$ cat config.mk
export PLATFORM = sky130hd
export DESIGN_NAME = prog_sequencer
export DESIGN_NICKNAME = d
export VERILOG_FILES = /design/src/rtl/prog_sequencer_pkg.sv /design/src/rtl/prog_sequencer_ret_stack.sv /design/src/rtl/prog_sequencer.sv
export SDC_FILE = /design/constraint.sdc
export NUM_CORES = 1
export LEC_CHECK = 0
export CORE_ASPECT_RATIO = 0.6
export CORE_MARGIN = 4
export CORE_UTILIZATION = 49
export DETAILED_ROUTE_END_ITERATION = 12
export PLACE_DENSITY = 0.83
export SETUP_SLACK_MARGIN = 0.15
export SKIP_CTS_REPAIR_TIMING = 1
export SLEW_MARGIN = 20
export SYNTH_ARGS = -nofsm -noshare
export SYNTH_HDL_FRONTEND = slang
export SYNTH_SLANG_ARGS = --single-unit
export TNS_END_PERCENT = 1
$ cat constraint.sdc
create_clock -name clk -period 2.55 [get_ports clk]
set_clock_uncertainty 0.15 [all_clocks]
set_input_delay 0.6375 -clock clk [delete_from_list [all_inputs] [get_ports clk]]
set_output_delay 0.6375 -clock clk [all_outputs]
set_load 0.01 [all_outputs]
$ cat src/rtl/prog_sequencer_pkg.sv
// rtl/prog_sequencer_pkg.sv - shared state encodings and default parameters for prog_sequencer
package prog_sequencer_pkg;

  typedef enum logic [1:0] {
    STATE_RUN   = 2'd0,
    STATE_HALT  = 2'd1,
    STATE_FAULT = 2'd2
  } seq_state_t;

  localparam int DEF_PROG_ADDR_SIZE = 8;
  localparam int DEF_STACK_DEPTH    = 4;
  localparam int DEF_CYCLE_CNT_SIZE = 16;
  localparam int DEF_RESET_VECTOR   = 0;

endpackage

$ cat src/rtl/prog_sequencer_ret_stack.sv
// rtl/prog_sequencer_ret_stack.sv - parametrised LIFO return stack addressed by its fill level
module ret_stack #(
  parameter int DEPTH = 4,
  parameter int WIDTH = 8,
  parameter int LVL_W = $clog2(DEPTH + 1)
) (
  input  logic             clk,
  input  logic             reset,
  input  logic             push,
  input  logic             pop,
  input  logic [WIDTH-1:0] push_data,
  output logic [WIDTH-1:0] pop_data,
  output logic             full,
  output logic             empty,
  output logic [LVL_W-1:0] level
);

  // Index width is kept at least 1 so a single-entry stack still has a legal address
  localparam int IDX_W = (DEPTH > 1) ? $clog2(DEPTH) : 1;

  logic [WIDTH-1:0] entry [2**IDX_W];
  logic [IDX_W-1:0] wr_idx;
  logic [IDX_W-1:0] rd_idx;

  assign wr_idx   = IDX_W'(level);
  assign rd_idx   = IDX_W'(level - LVL_W'(1));
  assign pop_data = entry[rd_idx];
  assign full     = (level == LVL_W'(DEPTH));
  assign empty    = (level == '0);

  always_ff @(posedge clk or negedge reset) begin
    if (!reset) begin
      level <= '0;
    end else if (push && !full) begin
      level <= level + LVL_W'(1);
    end else if (pop && !empty) begin
      level <= level - LVL_W'(1);
    end
  end

  // Entry contents are don't-care after reset, so the array carries no reset
  always_ff @(posedge clk) begin
    if (push && !full) begin
      entry[wr_idx] <= push_data;
    end
  end

endmodule

$ cat src/rtl/prog_sequencer.sv
// rtl/prog_sequencer.sv - program counter sequencer with jump/call/return, halt/resume, stall and cycle counter
module prog_sequencer
  import prog_sequencer_pkg::*;
#(
  parameter int PROG_ADDR_SIZE = DEF_PROG_ADDR_SIZE,
  parameter int STACK_DEPTH    = DEF_STACK_DEPTH,
  parameter int CYCLE_CNT_SIZE = DEF_CYCLE_CNT_SIZE,
  parameter int RESET_VECTOR   = DEF_RESET_VECTOR,
  parameter int LVL_W          = $clog2(STACK_DEPTH + 1)
) (
  input  logic                      clk,
  input  logic                      reset,
  input  logic                      stall,
  input  logic                      jump,
  input  logic                      call,
  input  logic                      ret,
  input  logic                      haltReq,
  input  logic                      resume,
  input  logic [PROG_ADDR_SIZE-1:0] target,
  output logic [PROG_ADDR_SIZE-1:0] progCounter,
  output logic                      halted,
  output logic                      fault,
  output logic                      stackOverflow,
  output logic                      stackUnderflow,
  output logic [LVL_W-1:0]          stackLevel,
  output logic [CYCLE_CNT_SIZE-1:0] cycleCount
);

  seq_state_t                state, state_nx;
  logic [PROG_ADDR_SIZE-1:0] pc_nx, pc_inc, stack_top;
  logic                      ovf_nx, unf_nx;
  logic [CYCLE_CNT_SIZE-1:0] cnt_nx;
  logic                      push, pop, stack_full, stack_empty;

  assign pc_inc = progCounter + PROG_ADDR_SIZE'(1);

  ret_stack #(
    .DEPTH (STACK_DEPTH),
    .WIDTH (PROG_ADDR_SIZE),
    .LVL_W (LVL_W)
  ) u_stack (
    .clk       (clk),
    .reset     (reset),
    .push      (push),
    .pop       (pop),
    .push_data (pc_inc),
    .pop_data  (stack_top),
    .full      (stack_full),
    .empty     (stack_empty),
    .level     (stackLevel)
  );

  always_ff @(posedge clk or negedge reset) begin
    if (!reset) begin
      state          <= STATE_RUN;
      progCounter    <= PROG_ADDR_SIZE'(RESET_VECTOR);
      stackOverflow  <= 1'b0;
      stackUnderflow <= 1'b0;
      cycleCount     <= '0;
    end else begin
      state          <= state_nx;
      progCounter    <= pc_nx;
      stackOverflow  <= ovf_nx;
      stackUnderflow <= unf_nx;
      cycleCount     <= cnt_nx;
    end
  end

  // Strobe priority in RUN: haltReq > ret > call > jump > increment
  always_comb begin
    state_nx = state;
    pc_nx    = progCounter;
    ovf_nx   = stackOverflow;
    unf_nx   = stackUnderflow;
    cnt_nx   = cycleCount;
    push     = 1'b0;
    pop      = 1'b0;
    case (state)
      STATE_RUN: begin
        if (!stall) begin
          if (cycleCount != '1) begin
            cnt_nx = cycleCount + CYCLE_CNT_SIZE'(1);
          end
          if (haltReq) begin
            state_nx = STATE_HALT;
          end else if (ret) begin
            if (!stack_empty) begin
              pop   = 1'b1;
              pc_nx = stack_top;
            end else begin
              unf_nx   = 1'b1;
              state_nx = STATE_FAULT;
            end
          end else if (call) begin
            if (!stack_full) begin
              push  = 1'b1;
              pc_nx = target;
            end else begin
              ovf_nx   = 1'b1;
              state_nx = STATE_FAULT;
            end
          end else if (jump) begin
            pc_nx = target;
          end else begin
            pc_nx = pc_inc;
          end
        end
      end
      STATE_HALT: begin
        if (resume) begin
          pc_nx    = pc_inc;
          state_nx = STATE_RUN;
        end
      end
      default: begin
      end
    endcase
  end

  assign halted = (state != STATE_RUN);
  assign fault  = (state == STATE_FAULT);

endmodule

; ---- Yosys cells after proc, flatten, opt, wreduce, memory -nomap -nowiden
; Memory sizes are Yosys's and may differ from the RTL's.
; Index checks and enable logic that the tools add are counted.
[word_totals]
ff_bits = 31
mem_bits_rw = 32
inputBits = 16
output_inout_bits = 31
word_cells = 72
mem_count = 1
[mem_list]
columns = name, words, width, read_ports, rd_clocked_by_memory_dff, wr, line_no
row1 = u_stack.entry, 4, 8, 1, 0, 1, prog_sequencer_ret_stack.sv:21  ; logic [WIDTH-1:0] entry [2**IDX_W];
[op_classes]
add_sub_neg = 4
eq_ne = 12
mux = 32
bitwise = 3
n_reduce_logical = 14
[ops]
columns = cell, count
row1 = 8-bit 2-to-1 mux, 8
row2 = 6-bit AND reduction, 3
row3 = "16-bit by 1-bit adder with 16-bit output, second input constant", 1
row4 = "16-bit != test, second input constant", 1
row5 = "4-bit != test, second input constant", 4
row6 = 8-bit case mux with 2 select lines, 1
row7 = 2-bit 2-to-1 mux, 7
row8 = 1-bit 2-to-1 mux, 13
row9 = "8-bit by 1-bit adder with 8-bit output, second input constant", 1
row10 = 3-bit 2-to-1 mux, 2
row11 = "2-bit != test, second input constant", 3
row12 = 2-bit nonzero test, 3
row13 = 5-bit AND reduction, 1
row14 = 2-bit case mux with 2 select lines, 1
row15 = "3-bit by 1-bit adder with 3-bit output, second input constant", 1
row16 = "3-bit equality test, second input constant", 1
row17 = 3-bit logical NOT, 1
row18 = "3-bit != test, second input constant", 1
row19 = 1-bit NOT, 3
row20 = 3-bit AND reduction, 1
row21 = "3-bit by 1-bit subtractor with 3-bit output, second input constant", 1
row22 = "2-bit by 1-bit equality test with 1-bit output, second input constant", 1
row23 = "2-bit equality test, second input constant", 1
row24 = 1-bit logical AND, 2
row25 = other kinds (2), 3

; ---- Depth between registers and ports, before layout
; Gate-level depths: netlist of run 1.
[logic_depth]
ltp_word = 10
depth_mapped = 9
mapped_depth_nobuf = 6

; ---- By module
; Synthesis of run 1 repeated with hierarchy kept, for this count alone.
[hier_totals]
cells_unflattened = 258
hier_area_um2 = 3190.6
[modules_own_cells]
columns = module, instances, cells_per_inst, area_per_inst_um2, seq_area_each_um2
row1 = prog_sequencer, 1, 185, 1740.4, 700.7
row2 = ret_stack, 1, 73, 1450.1, 1036.0

; ---- Worst setup path after synthesis of run 1
; OpenSTA, ideal clock, no wires.
[synth_timing]
path_kind = reg2reg
from = register u_stack.level[0]
to = register progCounter[2]
setup_ps = 126
t_arrival_ps = 2239
t_required_ps = 2274
slack_ps = 35
path_stages_with_launch = 9
path_buffers = 3
period_less_slack_ps = 2515
path_cell_list = dfrtp_1 > buf_2 > buf_4 > inv_1 > ha_1 > clkbuf_1 > mux4_2 > and3_1 > o32a_1
[synth_between]
elab_chain_cells = 7
word_cells_on_any_way = 12
cone_classes = add/sub (1) / eq/ne (3) / mux (5) / reduce/logical (2) / memory (1)
[synth_lines]
columns = item, line_no
row1 = "start, declared", prog_sequencer_ret_stack.sv:15  ; output logic [LVL_W-1:0] level
row2 = "start signal, assigned", prog_sequencer_ret_stack.sv:35  ; level <= level + LVL_W'(1);
row3 = "start signal, assigned", prog_sequencer_ret_stack.sv:37  ; level <= level - LVL_W'(1);
row4 = 3-bit by 1-bit subtractor with 3-bit output, -
row5 = memory read 4 x 8 bit, -
row6 = 8-bit 2-to-1 mux, prog_sequencer.sv:87  ; if (!stack_empty) begin
row7 = 8-bit 2-to-1 mux, prog_sequencer.sv:86  ; end else if (ret) begin
row8 = 8-bit 2-to-1 mux, prog_sequencer.sv:84  ; if (haltReq) begin
row9 = 8-bit 2-to-1 mux, prog_sequencer.sv:80  ; if (!stall) begin
row10 = 8-bit case mux with 2 select lines, prog_sequencer.sv:78  ; case (state)
row11 = "end signal, assigned", prog_sequencer.sv:56  ; progCounter <= PROG_ADDR_SIZE'(RESET_VECTOR);
row12 = "end signal, assigned", prog_sequencer.sv:62  ; progCounter <= pc_nx;
row13 = "end, declared", prog_sequencer.sv:20  ; output logic [PROG_ADDR_SIZE-1:0] progCounter,
; Parallel ways exist; a longest one is shown, timed or not. The select of a mux whose other input is x is not followed.
; A chain may end at the register's enable or synchronous reset.

; ---- Worst setup path after layout of run 1
[layout_timing]
from = register state[0]
to = output halted
[layout_between]
elab_chain_cells = 1
[layout_lines]
columns = item, line_no
row1 = "start, declared", prog_sequencer.sv:29  ; seq_state_t state, state_nx;
row2 = "start signal, assigned", prog_sequencer.sv:61  ; state <= state_nx;
row3 = 2-bit nonzero test, prog_sequencer.sv:120  ; assign halted = (state != STATE_RUN);
row4 = "end, declared", prog_sequencer.sv:21  ; output logic halted,
; Every way passes these cells.

==> impl_metrics.ini, run 1 <==
[status]
outcome = finished, final reports clean

[sta]
min_period_over_period_pct = 91.0
setup_viol = 0
period_needed_ns = 2.32
tightest_slew_ns = 0.649
relSlewSlack_pct = 56.4
hold_viol = 0
hold_slack_ns = 0.339
rsz0062_at_grt = no
drv_slew = 0
max_freq_mhz = 431

[synthesis]
synth-async-reset-ratio_pct = 49.2
yosys_warnings = 0
synth_top_cell_by_area = edfxtp_1
seq_area_frac_synth_pct = 55.1
synth.cell_area_um2 = 3150
synth.top_cell.area_share_pct = 30.5
synth_cell_types = 56
synth_area_leaders = edfxtp_1, dfrtp_1, xnor2_1, mux4_2, ha_1
synth_seq_cells = 63
synth_edf_count = 32
synth.avg_cell_area_um2 = 12.0
synth_nets = 285
synthCells = 262
synth_flop_cell = edfxtp_1

[setup_path]
endpoint_kind = output pin
worst_ep_required_time_ns = 1.76
crit_buf_inv = 1
cp_cell_sequence = or2_2, clkdlybuf4s50_1
worst-r2r-cell-count = 6
slowest_delay_ns = 0.48
critPathLaunch = state[0]
rrSetupSlack_ns = 0.47
path_delay_family = buffers and inverters
cp.depth = 2
cp_max_fo = 4
crit_type = register to output pin
r2r_start = u_stack.level[0]
r2r-end = progCounter[5]
start_kind = register
arrival_ns = 1.53
crit_end = halted
slowest_stage = clkdlybuf4s50_1

[global_route]
first_global_vias = 2291
overflow = 0
grt_usage_pct = 21.0
antenna_found_initial = 0
grt_pass1_wl_mm = 12.5
grt_max_degree = 32

[finish]
multi_input_area_um2 = 1330
final_common_cell = clkdlybuf4s50_1
drive_gt1_share_pct = 15.9
num-fill-cells = 470
final_cell_mix = clkdlybuf4s50_1, edfxtp_1, dfrtp_1
diodes = 0
regArea_um2 = 1740
utilization_pct = 65.1
layout.nets = 352
syn_to_final_growth_pct = 27.5

[clocking]
cts_max_level = 3
cts_tree = done
cts_root_buf = clkbuf_8
cts_buffers = 9
cts.path.max_buffers = 2
clk_pin_slew_ns = 0.07
clkLatencyLatePin_ns = 0.35
cts_sinks = 63

[place]
dp_hpwl_mm = 6.13
place_congestion = 0.905
portBuffers = 46

[routing]
ant_nets = 0
drc = 0
wl_mm = 7.99
vias = 2457
routed_via_density = 5.88
drtPass1Iterations = 5
drtIter0Drc = 286
avgRoutedWirePerCell_um = 19.1

[power_and_ir_drop]
powerDensity_nw_per_um2 = 1030
seq_power_share_pct = 37.8
pwr-share-clk_pct = 17.1
p_int_mw = 2.58
vdd_drop_max_mv = 0.647
switching_share_pct = 37.8
cellLeakagePower_nw = 1.58
combPwrFrac_pct = 45.1
netSwitchingPower_mw = 1.57

[floorplanning]
dieWidth_um = 112
coreArea_um2 = 6170
die_area_um2 = 7820
fp.dieH_um = 70.1
io_pins = 47
row_count = 22
initial_utilization_pct = 51.1

[min_path]
hp-class = register to register
hold_path_depth = 1

[job]
cap_violations = 0
==> cell type report <==
class | count | share of cell area, %
clock buffer | 11 | 3.27
clock inverter | 5 | 0.654
inverter | 7 | 0.654
multi-input combinational | 180 | 33.0
sequential | 63 | 43.3
tap | 84 | 2.62
timing repair buffer | 68 | 16.5
==> worst min-delay path by stage <==
| stage | startpoint | end | slack (ns) |
|---|---|---|---|
| finish | stackUnderflow | stackUnderflow | 0.34 |
| global route | stackUnderflow | stackUnderflow | 0.36 |
| CTS | cycleCount[14] | cycleCount[14] | 0.34 |
| detailed placement | cycleCount[14] | cycleCount[14] | 0.33 |
| global placement | stackUnderflow | stackUnderflow | 0.33 |
| floorplan | reset | cycleCount[0] | 0.19 |
==> layer usage <==
| metal | GRT usage [%] | vias up | wire (um) | share of wire (%) |
|---|---|---|---|---|
| met4 | 5.53 | 0 | 129 | 1.6 |
| li1 | - | 1131 | - | - |
| met2 | 27.4 | 114 | 3240 | 41 |
| met5 | 0 | - | 0 | 0 |
| met3 | 9.61 | 15 | 894 | 11 |
| met1 | 31.3 | 1197 | 3730 | 47 |
==> power groups by stage <==
stage               Combinational (mW)  Sequential [mW]  Clock [mW]
CTS                               1.80             1.58       0.720
floorplan                         1.01             1.60           0
detailed placement                1.80             1.60           0
global route                      2.02             1.59       0.771
finish                            1.87             1.57       0.711
global placement                  1.75             1.59           0
==> flip-flops by register name, indices dropped and copies added, names as in the netlist <==
register and count:
u_stack.level 3, state 2, stackUnderflow 1, stackOverflow 1, cycleCount 16, progCounter 8, u_stack.entry 32
==> worst reg2reg max path, cell delays in order (launching register included) <==
cell and delay [ns]:
dfrtp_1 0.35, inv_1 0.09, ha_1 0.50, nand2b_1 0.23
o22ai_1 0.12, o32a_1 0.35, o22a_1 0.18
==> through the flow <==
step | instances | setup slack, ns | power (mW) | cell area [um2] | setup TNS, ns
final | 418 | 0.230 | 4.15 | 4020 | 0
after global routing | 418 | 0.159 | 4.38 | 4020 | 0
after CTS | 416 | 0.0949 | 4.11 | 4000 | 0
after detailed placement | 400 | -0.00379 | 3.40 | 3840 | -0.0349
after global placement | 400 | 0.0605 | 3.34 | 3840 | 0
after floorplan | 262 | 0.155 | 2.61 | 3150 | 0
==> kinds of logic after synthesis <==
logic type | synth area share [%]
xor+xnor | 5.28
simple gates | 15.8
flops | 55.1
fa+ha+maj | 2.78
compound gates | 12.1
buf+inv | 2.82
mux | 6.16
==> synth_stat cells (2+ instances only) <==
master	count
xor2_1	3
and2_1	5
nor2b_1	2
o21ai_0	5
and3_1	7
mux2i_1	7
nand4_1	5
a41o_1	2
nor3_1	10
edfxtp_1	32
a21o_1	2
nand2b_1	4
o21a_1	4
o22a_1	3
o21ai_1	2
and4_1	5
dfrtp_1	31
a211oi_1	2
o211ai_1	4
buf_2	4
o2111ai_1	2
nand3_1	9
nor2_1	11
o41ai_1	2
nand2_1	15
mux2_2	3
clkbuf_1	5
xnor2_1	16
o22ai_1	4
or2_2	4
o32a_1	2
inv_1	7
a21oi_1	11
ha_1	7
mux4_2	4
Power figures use the tool's default switching activity.
==> inputs of run 2 (changes only) <==
--- a/config.mk
+++ b/config.mk
@@ -10,8 +10,8 @@
 export CORE_UTILIZATION = 49
 export DETAILED_ROUTE_END_ITERATION = 12
 export PLACE_DENSITY = 0.83
+export REMOVE_ABC_BUFFERS = 1
 export SETUP_SLACK_MARGIN = 0.15
-export SKIP_CTS_REPAIR_TIMING = 1
 export SLEW_MARGIN = 20
 export SYNTH_ARGS = -nofsm -noshare
 export SYNTH_HDL_FRONTEND = slang
==> impl_metrics.ini, run 2 (synthesis results as in run 1) <==
[global_route]
grt_max_degree = 32
antenna_found_initial = 0
first_global_vias = 2290
grt_usage_pct = 21.2
grt_busiest_layer = met1
grt_pass1_wl_mm = 12.6
use_met2_pct = 28.3
overflow = 0
grt_use_met3_pct = 9.70
grt_use_met1_pct = 31.5

[clocking]
cts_tree = done
cts_root_buf = clkbuf_8
cts_buffers = 9
cts_sinks = 63
cts_hold_buf = 0
clkLatencyLatePin_ns = 0.33
clk_pin_slew_ns = 0.06
cts_max_level = 3
cts.path.max_buffers = 2

[sta]
hold_viol = 0
fin_setup_tns_ns = 0
tightest_slew_ns = 0.682
rsz0062_at_grt = yes
max_freq_mhz = 422
setup_viol = 0
finalWorstSetupSlack_ns = 0.181
relSlewSlack_pct = 54.2
period_needed_ns = 2.37
min_period_over_period_pct = 92.9
drv_slew = 0

[setup_path]
endpoint_kind = output pin
critPathLaunch = state[1]
slowest_delay_ns = 0.48
cp_max_fo = 9
worst-r2r-cell-count = 6
start_kind = register
r2r-end = progCounter[5]
arrival_ns = 1.58
slowest_stage = dfrtp_2
rrSetupSlack_ns = 0.42
worst_ep_required_time_ns = 1.76
path_delay_family = flip-flops
crit_end = halted
crit_buf_inv = 1
r2r_start = u_stack.level[0]
cp.depth = 2
crit_type = register to output pin
cp_cell_sequence = or2_2, clkdlybuf4s50_1

[place]
portBuffers = 46
place_congestion = 0.920
dpl_worst_slack_ns = -0.0158
dp_hpwl_mm = 6.09
place_area_um2 = 3830

[routing]
drtPass1Iterations = 5
wl_mm = 7.98
ant_nets = 0
routed_via_density = 5.85
drtIter0Drc = 188
drc = 0
vias = 2432
avgRoutedWirePerCell_um = 19.2

[floorplanning]
row_count = 22
fp.dieH_um = 70.1
die_area_um2 = 7820
coreArea_um2 = 6170
initial_utilization_pct = 51.1
dieWidth_um = 112
io_pins = 47

[power_and_ir_drop]
power_mw = 4.15
vdd_drop_max_mv = 0.676
cellLeakagePower_nw = 1.58
powerDensity_nw_per_um2 = 1030

[finish]
top_register = u_stack.entry
largest_reg_flops = 32
layout.nets = 350
syn_to_final_growth_pct = 27.4
regArea_um2 = 1740
multi_input_area_um2 = 1330
reg.largest.list = u_stack.entry (32), cycleCount (16), progCounter (8)
final_cell_mix = clkdlybuf4s50_1, edfxtp_1, dfrtp_1
drive_gt1_share_pct = 16.0
num-fill-cells = 460
stdcell_area_um2 = 4010
diodes = 0
final_common_cell = clkdlybuf4s50_1

[min_path]
hp-class = register to register
hold_path_depth = 1

[status]
outcome = finished, final reports clean

[job]
cap_violations = 0
==> run 2: cell count changes in the layout (fill, tap and decap cells not counted) <==
cell        previous run  this run
buf_4                 19        16
buf_6                  0         1
clkbuf_1               2         1
clkinv_1               1         0
clkinv_2               3         4
clkinv_4               0         2
clkinvlp_4             1         0
==> run 2: how the worst min path moves through the flow <==
stage	startpoint	endpoint
after floorplan	reset	cycleCount[0]
after global placement	cycleCount[14]	cycleCount[14]
after detailed placement	stackOverflow	stackOverflow
after CTS	stackOverflow	stackOverflow
after global routing	cycleCount[14]	cycleCount[14]
final	cycleCount[14]	cycleCount[14]
==> run 2: per-stage QoR <==
stage,util [%],std cells,hold WS [ns]
3_3_place_gp,62.1,398,0.326
6_report,65.1,416,0.343
3_5_place_dp,62.1,398,0.330
5_1_grt,65.1,416,0.361
2_1_floorplan,-,250,0.192
4_1_cts,64.8,414,0.345
==> run 2: area by class of cell <==
class                   instances  share of cell area, %
repair buffers                 66                   16.2
clock buffers                  10                   3.18
multi-input cells             180                   33.0
well taps                      84                   2.62
clock inverters                 6                  0.935
inverters                       7                  0.655
flip-flops and latches         63                   43.3
==> run 2: routing by layer <==
layer  vias to the layer above  share of wire (%)  routed length [um]
li1                       1127                  -                   -
met1                      1166                 45                3600
met2                       125                 42                3340
met3                        14                 12                 963
met4                         0               0.95                  76
met5                         -                  0                   0
==> run 2: what timing repair did <==
| item | in CTS | in global routing |
|---|---|---|
| buffers inserted | 0 | 2 |
| setup endpoints to repair | 1 | 3 |
| gates resized for setup | 2 | 1 |
==> run 2: power breakdown <==
group	total (mW)	internal [mW]	switching, mW
sequential	1.60	1.35	0.251
combinational	1.82	0.881	0.942
clock	0.729	0.349	0.381
total	4.15	2.58	1.57
==> inputs of run 3 (changes only) <==
--- a/config.mk
+++ b/config.mk
@@ -10,6 +10,7 @@
 export CORE_UTILIZATION = 49
 export DETAILED_ROUTE_END_ITERATION = 12
 export PLACE_DENSITY = 0.83
+export RECOVER_POWER = 50
 export REMOVE_ABC_BUFFERS = 1
 export SETUP_SLACK_MARGIN = 0.15
 export SLEW_MARGIN = 20
==> impl_metrics.ini, run 3 (synthesis results as in run 1) <==
[finish]
largest_reg_flops = 32
drive_gt1_share_pct = 14.8
diodes = 0
multi_input_area_um2 = 1330
layout.nets = 350
num-fill-cells = 467
syn_to_final_growth_pct = 26.9
final_common_cell = clkdlybuf4s50_1
reg.largest.list = u_stack.entry (32), cycleCount (16), progCounter (8)
regArea_um2 = 1740
final_cell_mix = clkdlybuf4s50_1, edfxtp_1, dfrtp_1
finalNonFillerCells = 416
utilization_pct = 64.9
top_register = u_stack.entry

[sta]
period_needed_ns = 2.37
setup_viol = 0
drv_slew = 0
max_freq_mhz = 423
hold_viol = 0
tightest_slew_ns = 0.829
relSlewSlack_pct = 44.7
finalWorstSetupSlack_ns = 0.185
min_period_over_period_pct = 92.8
rsz0062_at_grt = yes

[clocking]
cts_hold_buf = 0
cts.path.max_buffers = 2
cts_max_level = 3
cts_sinks = 63
clk_pin_slew_ns = 0.06
cts_buffers = 9
clkLatencyLatePin_ns = 0.33
cts_tree = done
cts_root_buf = clkbuf_8

[place]
portBuffers = 46
dpl.cell_count = 398
place_congestion = 0.920
dp_hpwl_mm = 6.09
dpl_worst_slack_ns = -0.0158

[floorplanning]
die_area_um2 = 7820
initial_utilization_pct = 51.1
dieWidth_um = 112
fp.dieH_um = 70.1
coreArea_um2 = 6170
row_count = 22
io_pins = 47

[power_and_ir_drop]
p_int_mw = 2.56
cellLeakagePower_nw = 1.57
netSwitchingPower_mw = 1.56
combPwrFrac_pct = 43.7
pwr-share-clk_pct = 17.5
powerDensity_nw_per_um2 = 1030
power_mw = 4.12
vdd_drop_max_mv = 0.672
seq_power_share_pct = 38.7
switching_share_pct = 37.9

[global_route]
antenna_found_initial = 0
grt_max_degree = 32
first_global_vias = 2290
overflow = 0
grt_pass1_wl_mm = 12.6
grt_usage_pct = 21.2

[routing]
drc = 0
routed_via_density = 5.75
avgRoutedWirePerCell_um = 19.0
drtPass1Iterations = 5
wl_mm = 7.92
vias = 2393
drtIter0Drc = 204
wl_met1_mm = 3.58
top_layer = met4
wl_met2_mm = 3.28
wl_met3_um = 986
ant_nets = 0

[job]
cap_violations = 0

[setup_path]
worst_ep_required_time_ns = 1.76
arrival_ns = 1.58
start_kind = register
slowest_stage = dfrtp_2
rrSetupSlack_ns = 0.39
crit_type = register to output pin
cp_max_fo = 9
cp_cell_sequence = or2_2, clkdlybuf4s50_1
endpoint_kind = output pin
slowest_delay_ns = 0.48

[status]
outcome = finished, final reports clean

[min_path]
hp-class = register to register
run 3: cell count changes in the layout (fill, tap and decap cells not counted), sizes merged:
cell,delta
clkbuf,+4
buf,-4
clkdlybuf4s50,-3
dlygate4sd3,+3
run 3: path summary, 6_finish.rpt:
path	startpoint	endpoint	cells past startpoint
min in group asynchronous	reset	cycleCount[8]	2
min	cycleCount[14]	cycleCount[14]	1
max reg2reg	cycleCount[4]	cycleCount[1]	4
max in group asynchronous	reset	state[1]	2
max	state[1]	halted	2
min reg2reg	cycleCount[14]	cycleCount[14]	1
run 3: cell type report:
| class | instances | area share (%) |
|---|---|---|
| clock buffer | 10 | 3.19 |
| clock inverter | 6 | 0.939 |
| inverter | 7 | 0.657 |
| multi-input combinational | 180 | 33.1 |
| sequential | 63 | 43.5 |
| tap | 84 | 2.63 |
| timing repair buffer | 66 | 16.0 |
run 3: power by group through the flow:
stage | logic, mW | registers (mW) | clock network, mW
3_3_place_gp | 1.72 | 1.60 | 0
3_5_place_dp | 1.77 | 1.61 | 0
4_1_cts | 1.78 | 1.60 | 0.742
2_1_floorplan | 0.876 | 1.66 | 0
6_report | 1.80 | 1.60 | 0.723
5_1_grt | 1.95 | 1.63 | 0.799
run 3: stage by stage:
stage                     hold WS [ns]  cell area [um2]  TNS (ns)
after floorplan                  0.192             3090         0
after global placement           0.326             3830         0
after detailed placement         0.330             3830   -0.0158
after CTS                        0.345             3990         0
after global routing             0.361             4000         0
final                            0.344             4000         0
run 3: layer usage:
layer  track usage, %  vias to the layer above
met5                0                        -
met4             4.45                        0
met3             9.70                       12
met2             28.3                      111
met1             31.5                     1144
li1                 -                     1126
run 3: timing repair:
item,in CTS,in global routing
buffers inserted,0,2
resized for setup,2,1
setup endpoints to repair,1,3
run 3: critical path, delay by kind of cell (launching register included):
kind	cells	cell delay, ns
flops	1	0.48
buf+inv	1	0.48
simple gates	1	0.29
